$ cat config.mk
export PLATFORM = sky130hd
export DESIGN_NAME = vpu_tile_scheduler
export DESIGN_NICKNAME = d
export VERILOG_FILES = /design/src/rtl/vpu_tile_scheduler_pkg.sv /design/src/rtl/vpu_tile_scheduler_tile_addr_gen.sv /design/src/rtl/vpu_tile_scheduler.sv
export SDC_FILE = /design/constraint.sdc
export NUM_CORES = 1
export LEC_CHECK = 0
export ABC_AREA = 1
export BUFFER_PORTS_ARGS = -buffer_cell sky130_fd_sc_hd__buf_2
export CORE_UTILIZATION = 52
export CTS_CLUSTER_DIAMETER = 120
export CTS_CLUSTER_SIZE = 28
export DETAILED_ROUTE_END_ITERATION = 16
export GPL_TIMING_DRIVEN = 0
export PLACE_DENSITY = 0.84
export SYNTH_ARGS = -nofsm -noshare
export SYNTH_HDL_FRONTEND = slang
export SYNTH_SLANG_ARGS = --single-unit
$ cat constraint.sdc
create_clock -name clk -period 2.86 [get_ports clk]
set_input_delay 0 -clock clk [delete_from_list [all_inputs] [get_ports clk]]
set_output_delay 0 -clock clk [all_outputs]
set_load 0.1 [all_outputs]
$ cat src/rtl/vpu_tile_scheduler_pkg.sv
// Shared definitions for the tiled matmul scheduler: FSM states, default tile
// geometry and width helpers.
package vpu_tile_scheduler_pkg;

  typedef enum logic [2:0] {
    S_IDLE,
    S_LOAD_A,
    S_LOAD_W,
    S_COMPUTE,
    S_STORE,
    S_DONE
  } sched_state_t;

  localparam int unsigned DEF_ADDR_WIDTH = 8;
  localparam int unsigned DEF_TILE       = 4;
  localparam int unsigned DEF_M_TILES    = 2;
  localparam int unsigned DEF_K_TILES    = 2;
  localparam int unsigned DEF_N_TILES    = 2;

  // A counter for a single-valued range still needs one bit to be a legal port.
  function automatic int unsigned idx_width(input int unsigned n);
    return (n > 1) ? $clog2(n) : 1;
  endfunction

  function automatic int unsigned max3(input int unsigned a, input int unsigned b,
                                       input int unsigned c);
    int unsigned m;
    m = (a > b) ? a : b;
    return (m > c) ? m : c;
  endfunction

endpackage

$ cat src/rtl/vpu_tile_scheduler_tile_addr_gen.sv
// Combinational RAM address generation from the current tile indices and row;
// results wrap modulo 2^ADDR_WIDTH.
module tile_addr_gen
  import vpu_tile_scheduler_pkg::*;
#(
  parameter int unsigned ADDR_WIDTH = DEF_ADDR_WIDTH,
  parameter int unsigned TILE       = DEF_TILE,
  parameter int unsigned K_TILES    = DEF_K_TILES,
  parameter int unsigned N_TILES    = DEF_N_TILES,
  parameter int unsigned IDX_W      = 1,
  parameter int unsigned ROW_W      = 2
) (
  input  logic [IDX_W-1:0]      index_i,
  input  logic [IDX_W-1:0]      index_j,
  input  logic [IDX_W-1:0]      index_k,
  input  logic [ROW_W-1:0]      row,
  output logic [ADDR_WIDTH-1:0] addr_a,
  output logic [ADDR_WIDTH-1:0] addr_w,
  output logic [ADDR_WIDTH-1:0] addr_res
);

  logic [31:0] full_a;
  logic [31:0] full_w;
  logic [31:0] full_res;

  always_comb begin
    full_a   = (32'(index_i) * K_TILES + 32'(index_k)) * TILE + 32'(row);
    full_w   = (32'(index_k) * N_TILES + 32'(index_j)) * TILE + 32'(row);
    full_res = (32'(index_i) * N_TILES + 32'(index_j)) * TILE + 32'(row);
  end

  assign addr_a   = full_a[ADDR_WIDTH-1:0];
  assign addr_w   = full_w[ADDR_WIDTH-1:0];
  assign addr_res = full_res[ADDR_WIDTH-1:0];

endmodule

$ cat src/rtl/vpu_tile_scheduler.sv
// Tile sequencer for C = A x W: load A rows, load W rows, wait for the MAC,
// and after the last reduction tile store the result rows.
module vpu_tile_scheduler
  import vpu_tile_scheduler_pkg::*;
#(
  parameter int unsigned ADDR_WIDTH = DEF_ADDR_WIDTH,
  parameter int unsigned TILE       = DEF_TILE,
  parameter int unsigned M_TILES    = DEF_M_TILES,
  parameter int unsigned K_TILES    = DEF_K_TILES,
  parameter int unsigned N_TILES    = DEF_N_TILES,
  localparam int unsigned IDX_W     = idx_width(max3(M_TILES, K_TILES, N_TILES)),
  localparam int unsigned ROW_W     = idx_width(TILE)
) (
  input  logic                  clk,
  input  logic                  reset,
  input  logic                  start,
  input  logic                  compute_done,
  output logic                  busy,
  output logic                  done,
  output logic                  load_a,
  output logic                  load_w,
  output logic                  compute,
  output logic                  acc_clear,
  output logic                  deload_out,
  output logic [ADDR_WIDTH-1:0] addr_a,
  output logic [ADDR_WIDTH-1:0] addr_w,
  output logic [ADDR_WIDTH-1:0] addr_res,
  output logic [IDX_W-1:0]      index_i,
  output logic [IDX_W-1:0]      index_j,
  output logic [IDX_W-1:0]      index_k,
  output logic [ROW_W-1:0]      row
);

  localparam logic [IDX_W-1:0] I_LAST   = IDX_W'(M_TILES - 1);
  localparam logic [IDX_W-1:0] J_LAST   = IDX_W'(N_TILES - 1);
  localparam logic [IDX_W-1:0] K_LAST   = IDX_W'(K_TILES - 1);
  localparam logic [ROW_W-1:0] ROW_LAST = ROW_W'(TILE - 1);

  sched_state_t state;

  logic [ADDR_WIDTH-1:0] raw_a;
  logic [ADDR_WIDTH-1:0] raw_w;
  logic [ADDR_WIDTH-1:0] raw_res;

  tile_addr_gen #(
    .ADDR_WIDTH (ADDR_WIDTH),
    .TILE       (TILE),
    .K_TILES    (K_TILES),
    .N_TILES    (N_TILES),
    .IDX_W      (IDX_W),
    .ROW_W      (ROW_W)
  ) u_addr_gen (
    .index_i  (index_i),
    .index_j  (index_j),
    .index_k  (index_k),
    .row      (row),
    .addr_a   (raw_a),
    .addr_w   (raw_w),
    .addr_res (raw_res)
  );

  // Addresses idle at zero outside their own burst.
  assign addr_a   = load_a     ? raw_a   : '0;
  assign addr_w   = load_w     ? raw_w   : '0;
  assign addr_res = deload_out ? raw_res : '0;

  // Strobes are registered alongside the state so each one lines up with the
  // cycle its state is entered.
  always_ff @(posedge clk or negedge reset) begin
    if (!reset) begin
      state      <= S_IDLE;
      busy       <= 1'b0;
      done       <= 1'b0;
      load_a     <= 1'b0;
      load_w     <= 1'b0;
      compute    <= 1'b0;
      acc_clear  <= 1'b0;
      deload_out <= 1'b0;
      index_i    <= '0;
      index_j    <= '0;
      index_k    <= '0;
      row        <= '0;
    end else begin
      done <= 1'b0;
      case (state)
        S_IDLE: begin
          if (start) begin
            index_i <= '0;
            index_j <= '0;
            index_k <= '0;
            row     <= '0;
            busy    <= 1'b1;
            load_a  <= 1'b1;
            state   <= S_LOAD_A;
          end
        end
        S_LOAD_A: begin
          if (row == ROW_LAST) begin
            row    <= '0;
            load_a <= 1'b0;
            load_w <= 1'b1;
            state  <= S_LOAD_W;
          end else begin
            row <= row + 1'b1;
          end
        end
        S_LOAD_W: begin
          if (row == ROW_LAST) begin
            row       <= '0;
            load_w    <= 1'b0;
            compute   <= 1'b1;
            acc_clear <= (index_k == '0);
            state     <= S_COMPUTE;
          end else begin
            row <= row + 1'b1;
          end
        end
        S_COMPUTE: begin
          if (compute_done) begin
            compute   <= 1'b0;
            acc_clear <= 1'b0;
            if (index_k != K_LAST) begin
              index_k <= index_k + 1'b1;
              load_a  <= 1'b1;
              state   <= S_LOAD_A;
            end else begin
              deload_out <= 1'b1;
              state      <= S_STORE;
            end
          end
        end
        S_STORE: begin
          if (row == ROW_LAST) begin
            row        <= '0;
            deload_out <= 1'b0;
            index_k    <= '0;
            if (index_j == J_LAST) begin
              index_j <= '0;
              index_i <= (index_i == I_LAST) ? '0 : index_i + 1'b1;
            end else begin
              index_j <= index_j + 1'b1;
            end
            if (index_i == I_LAST && index_j == J_LAST) begin
              done  <= 1'b1;
              state <= S_DONE;
            end else begin
              load_a <= 1'b1;
              state  <= S_LOAD_A;
            end
          end else begin
            row <= row + 1'b1;
          end
        end
        S_DONE: begin
          busy  <= 1'b0;
          state <= S_IDLE;
        end
        default: begin
          busy       <= 1'b0;
          load_a     <= 1'b0;
          load_w     <= 1'b0;
          compute    <= 1'b0;
          acc_clear  <= 1'b0;
          deload_out <= 1'b0;
          row        <= '0;
          state      <= S_IDLE;
        end
      endcase
    end
  end

endmodule
== Word level (Yosys, flattened, before mapping) ==
Index checks and enable logic that the tools add are counted.

* Register bits: 15
* Input bits: 4
* Output and inout bits: 36
* Word-level logic and storage cells: 110

* Add/subtract/negate cells: 10
* Equal/unequal tests: 15
* Muxes and demuxes: 45
* Bitwise gates (word level): 7
* Reductions and logical operators: 21

{| class="wikitable"
|+ Operators with widths
! kind !! number
|-
| 8-bit by 2-bit adder with 8-bit output || 3
|-
| 8-bit two-way mux || 3
|-
| 1-bit two-way mux || 22
|-
| 3-bit two-way mux || 7
|-
| 2-bit inequality test, second input constant || 9
|-
| 4-bit OR reduction || 4
|-
| 1-bit case mux with 3 select lines || 5
|-
| 3-bit case mux with 5 select lines || 1
|-
| 4-bit AND reduction || 3
|-
| 2-bit by 1-bit adder with 3-bit output || 3
|-
| 3-bit AND reduction || 3
|-
| 1-bit NOT || 7
|-
| 7-bit AND reduction || 1
|-
| 3-bit by 2-bit == test with 1-bit output, second input constant || 2
|-
| 3-bit == test, second input constant || 2
|-
| 1-bit case mux with 2 select lines || 3
|-
| 2-bit case mux with 3 select lines || 1
|-
| 1-bit case mux with 5 select lines || 1
|-
| 5-bit AND reduction || 1
|-
| 2-bit two-way mux || 2
|-
| 2-bit AND reduction || 2
|-
| 2-bit OR reduction || 2
|-
| 1-bit adder, second input constant || 3
|-
| 3-bit by 1-bit == test with 1-bit output, second input constant || 1
|-
| other kinds (7) || 7
|}

== Longest topological paths before layout ==
* Depth after elaboration: 5
* Mapped depth: 9

== By module ==
Synthesis repeated with hierarchy kept, for this count alone.

* Cells, all modules: 190
* Area, all modules: 1278.7 µm²

{| class="wikitable"
|+ By module, submodules not included
! module !! times used !! cells each !! area each (µm²) !! seq. area each (µm²)
|-
| vpu_tile_scheduler || 1 || 165 || 1094.8 || 375.4
|-
| tile_addr_gen || 1 || 25 || 183.9 || 0.0
|}

== Least setup slack after synthesis ==
Ideal clock, no wire load.

* Path kind: reg2reg
* Start point: register row[0]
* End point: register load_a
* Arrival: 1.858 ns
* Setup slack: 0.880 ns
* Stages on the path, launching flop included: 9
* Path buffers: 0
* Cells stage by stage: dfrtp_1 -> ha_1 -> inv_2 -> nand4_1 -> nand2_1 -> nor2_1 -> nand2_1 -> nand2_1 -> nand2_1

* Word-level cells in the longest chain between the ends: 3
* Elaborated cells on any way between the ends: 4
* Those cells by class: 3 x eq/ne; 1 x reduce/logical

{| class="wikitable"
|+ RTL lines
! what !! RTL line !! RTL
|-
| from (decl) || vpu_tile_scheduler.sv:31 || <nowiki>output logic [ROW_W-1:0] row</nowiki>
|-
| from (signal assigned) || vpu_tile_scheduler.sv:104 || <nowiki>row <= row + 1'b1;</nowiki>
|-
| from (signal assigned) || vpu_tile_scheduler.sv:115 || <nowiki>row <= row + 1'b1;</nowiki>
|-
| from (signal assigned) || vpu_tile_scheduler.sv:151 || <nowiki>row <= row + 1'b1;</nowiki>
|-
| 2-bit == test * || vpu_tile_scheduler.sv:98, vpu_tile_scheduler.sv:133 ||
|-
| 2-bit inequality test (no source line) || -- ||
|-
| 7-bit AND reduction (no source line) * || -- ||
|-
| to (signal assigned) || vpu_tile_scheduler.sv:93 || <nowiki>load_a <= 1'b1;</nowiki>
|-
| to (signal assigned) || vpu_tile_scheduler.sv:100 || <nowiki>load_a <= 1'b0;</nowiki>
|-
| to (signal assigned) || vpu_tile_scheduler.sv:147 || <nowiki>load_a <= 1'b1;</nowiki>
|-
| to (decl) || vpu_tile_scheduler.sv:20 || <nowiki>output logic load_a,</nowiki>
|}

Every way passes the cells marked *; elsewhere a longest branch is shown, timed or not.
A chain may end at the register's enable or synchronous reset.

== Final worst setup path ==
Ends and elaborated chain as after synthesis.

==> results by group <==
Clock network
  – Level count of the clock H-tree: 1
  – Clk root buf: clkbuf_4
  – Clock-pin slew on the worst setup and hold paths: 0.10 ns
  – Clk sinks: 15
  – CTS tree: built
  – Clock Latency Late Sink: 0.29 ns
  – Quantity of hold-fixing buffers added after cts: 1
  – Post-CTS sizing: 0
  – Cts bufs inserted: 3
  – Clock Tree Buf Depth: 2
  – Setup bufs post-CTS: 0

Drt
  – DR vias: 1066
  – Detailed Route WL: 2372 um
  – 1st-pass router iterations: 6
  – WL/cell: 11.19 um
  – DR vias/cell: 5.028
  – Routed Antenna Nets: 0
  – Post-route DRC: 0
  – Drt initial violations: 39

Logic synthesis
  – Cell Area, Synth: 1050 um^2
  – Area share of the largest cell type after synthesis: 0.3576
  – Synth area leader: dfrtp_1
  – Synth unique cells: 24
  – Area contributors post-synth: dfrtp_1 36%, nand2_1 16%, buf_4 8.6%
  – Number of synthesized register bits: 15
  – Syn Area/Cell: 7.290 um^2
  – Post-Syn Instances: 144
  – Sequential share of the synthesized area: 0.3576
  – YS warnings: 0

Die
  – Die X-Extent: 46.93 um
  – IO Pins: 40
  – Initial Util: 0.5826
  – Num rows: 15
  – Die ar.: 2202 um^2
  – Die Y: 46.93 um
  – Core Area: 1802 um^2

STA
  – Min Hold Slack: 0.01084 ns
  – Hold Fails Final Rpt: 0
  – Sum Neg Setup Slack: 0 ns
  – Layout Skew: 0.003801 ns
  – F_max: 0.6400 GHz
  – Final Cycle Share: 0.5463
  – Final setup vio count: 0
  – Max Slew Vio Count: 0
  – Unrepaired setup endpoints after global routing: no
  – Post-layout min period: 1.562 ns

Placed design
  – IO buf count: 27
  – GPL Wtd Cong: 0.9544
  – HPWL after DPL: 1826 um
  – Placed Cells: 207

Setup path
  – Cell mode on critical path: nand2_1
  – Crit-path cells: ha_1 > inv_2 > nand4_1 > nand2_1 > nor2_1 > nand2_1 > nand2_1 > nand2_1
  – Bufs and invs on worst path: 1
  – Crit Path Max Fanout: 7
  – Crit path launch type: flop
  – Setup Crit Path Kind: reg2reg
  – Worst setup EP type: flop
  – CP max-delay cell: dfrtp_1
  – Crit path max-delay family: simple AND/OR/NAND/NOR gates
  – Max stage delay on crit path: 0.47 ns
  – CP arrival: 1.75 ns
  – Setup slack, reg-to-reg: 1.30 ns
  – Worst EP required: 3.05 ns

Final layout
  – Fillers: 157
  – Top reg by flops: state
  – Post-layout util: 0.7188
  – Nets@finish: 193
  – Top Registers: state (3), row (2)
  – Ant diodes: 0
  – Number of flip-flops in the largest register: 3
  – Proportion of layout cells with a drive suffix above 1: 0.3155
  – Area occupied by registers: 375.4 um^2
  – Final Non-Filler Cells: 212
  – Area of the multi-input gates: 509.2 um^2
  – Layout area overhead: 23.36%

GRT
  – Global-route wire length before repair: 3622 um
  – Initial antenna violation count: 0
  – Gr ovfl total: 0
  – Largest net degree at the start of global routing: 16
  – Number of global-route vias before repair: 871
  – GRT Util Overall: 0.2426

Run status
  – Outcome: completed

Hold path
  – Min-Delay Path Class: in2reg

Job
  – Max Cap Viol: 0
-- per-layer routing --
layer	GRT usage	vias to the layer above	wire [um]	part of all wire
li1	-	515	-	-
met3	0.03846	19	192	0.081
met1	0.2799	457	921	0.39
met2	0.4028	75	1161	0.49
met4	0.1829	0	97	0.041
met5	0	-	0	0
-- worst min-delay path, stage by stage --
cell	delay (ns)
buf_2	0.08
nand3_1	0.10
nand2_1	0.09
-- logic make-up (layout without fill, tap and decap cells) --
logic type | count (synthesis) | count (layout) | synth area share
DFF | 15 | 15 | 0.3576
AOI/OAI and AO/OA | 15 | 15 | 0.09535
buffers and inverters | 37 | 69 | 0.1967
and+or+nand+nor | 75 | 75 | 0.3349
other | 1 | 12 | 0.003572
adders and majority gates | 1 | 1 | 0.01192
-- final timing paths --
path,startpoint,end,depth (start not counted)
worst max-delay path,row[0]$_DFFE_PN0P_,load_a$_DFFE_PN0P_,8
worst min-delay path,start,busy$_DFFE_PN0P_,3
worst max register to register,row[0]$_DFFE_PN0P_,load_a$_DFFE_PN0P_,8
worst min register to register,compute$_DFFE_PN0P_,compute$_DFFE_PN0P_,2
max in group asynchronous,reset,index_j$_DFFE_PN0P_,2
min in group asynchronous,reset,compute$_DFFE_PN0P_,2
-- Yosys cell counts (all sizes together) --
cell    instances
nand4           2
o21ai           8
nand3b          1
o22ai           1
o21a            2
nand3          14
nor2           10
nand2          47
inv            22
a21oi           3
o221ai          1
conb            1
buf            15
ha              1
or2             1
dfrtp          15
-- per-stage QoR --
step                cell area (um^2)  setup WS (ns)
CTS                             1295          1.333
global placement                1257          1.430
finish                          1295          1.298
floorplan                       1091         0.8797
global route                    1295          1.161
detailed placement              1257          1.355
-- layout make-up --
type / count / area share
tap: 25 / 0.02415
buffer: 15 / 0.09565
timing repair buffer: 28 / 0.1121
clock buffer: 3 / 0.01739
sequential: 15 / 0.2899
multi-input combinational: 103 / 0.3932
clock inverter: 1 / 0.003865
inverter: 22 / 0.06377
-- cells in the final DEF (no fill, tap or decap), types with 4 or more instances in the layout --
cell type / count
o21ai_2: 4
inv_1: 20
nand2_1: 45
o21ai_0: 4
conb_1: 12
nand3_1: 12
dfrtp_1: 15
buf_2: 27
nor2_1: 7
buf_4: 12
Power is left out: the tool's default activity adds up to more than one toggle a clock period on the data nets, which glitch-free logic cannot reach.
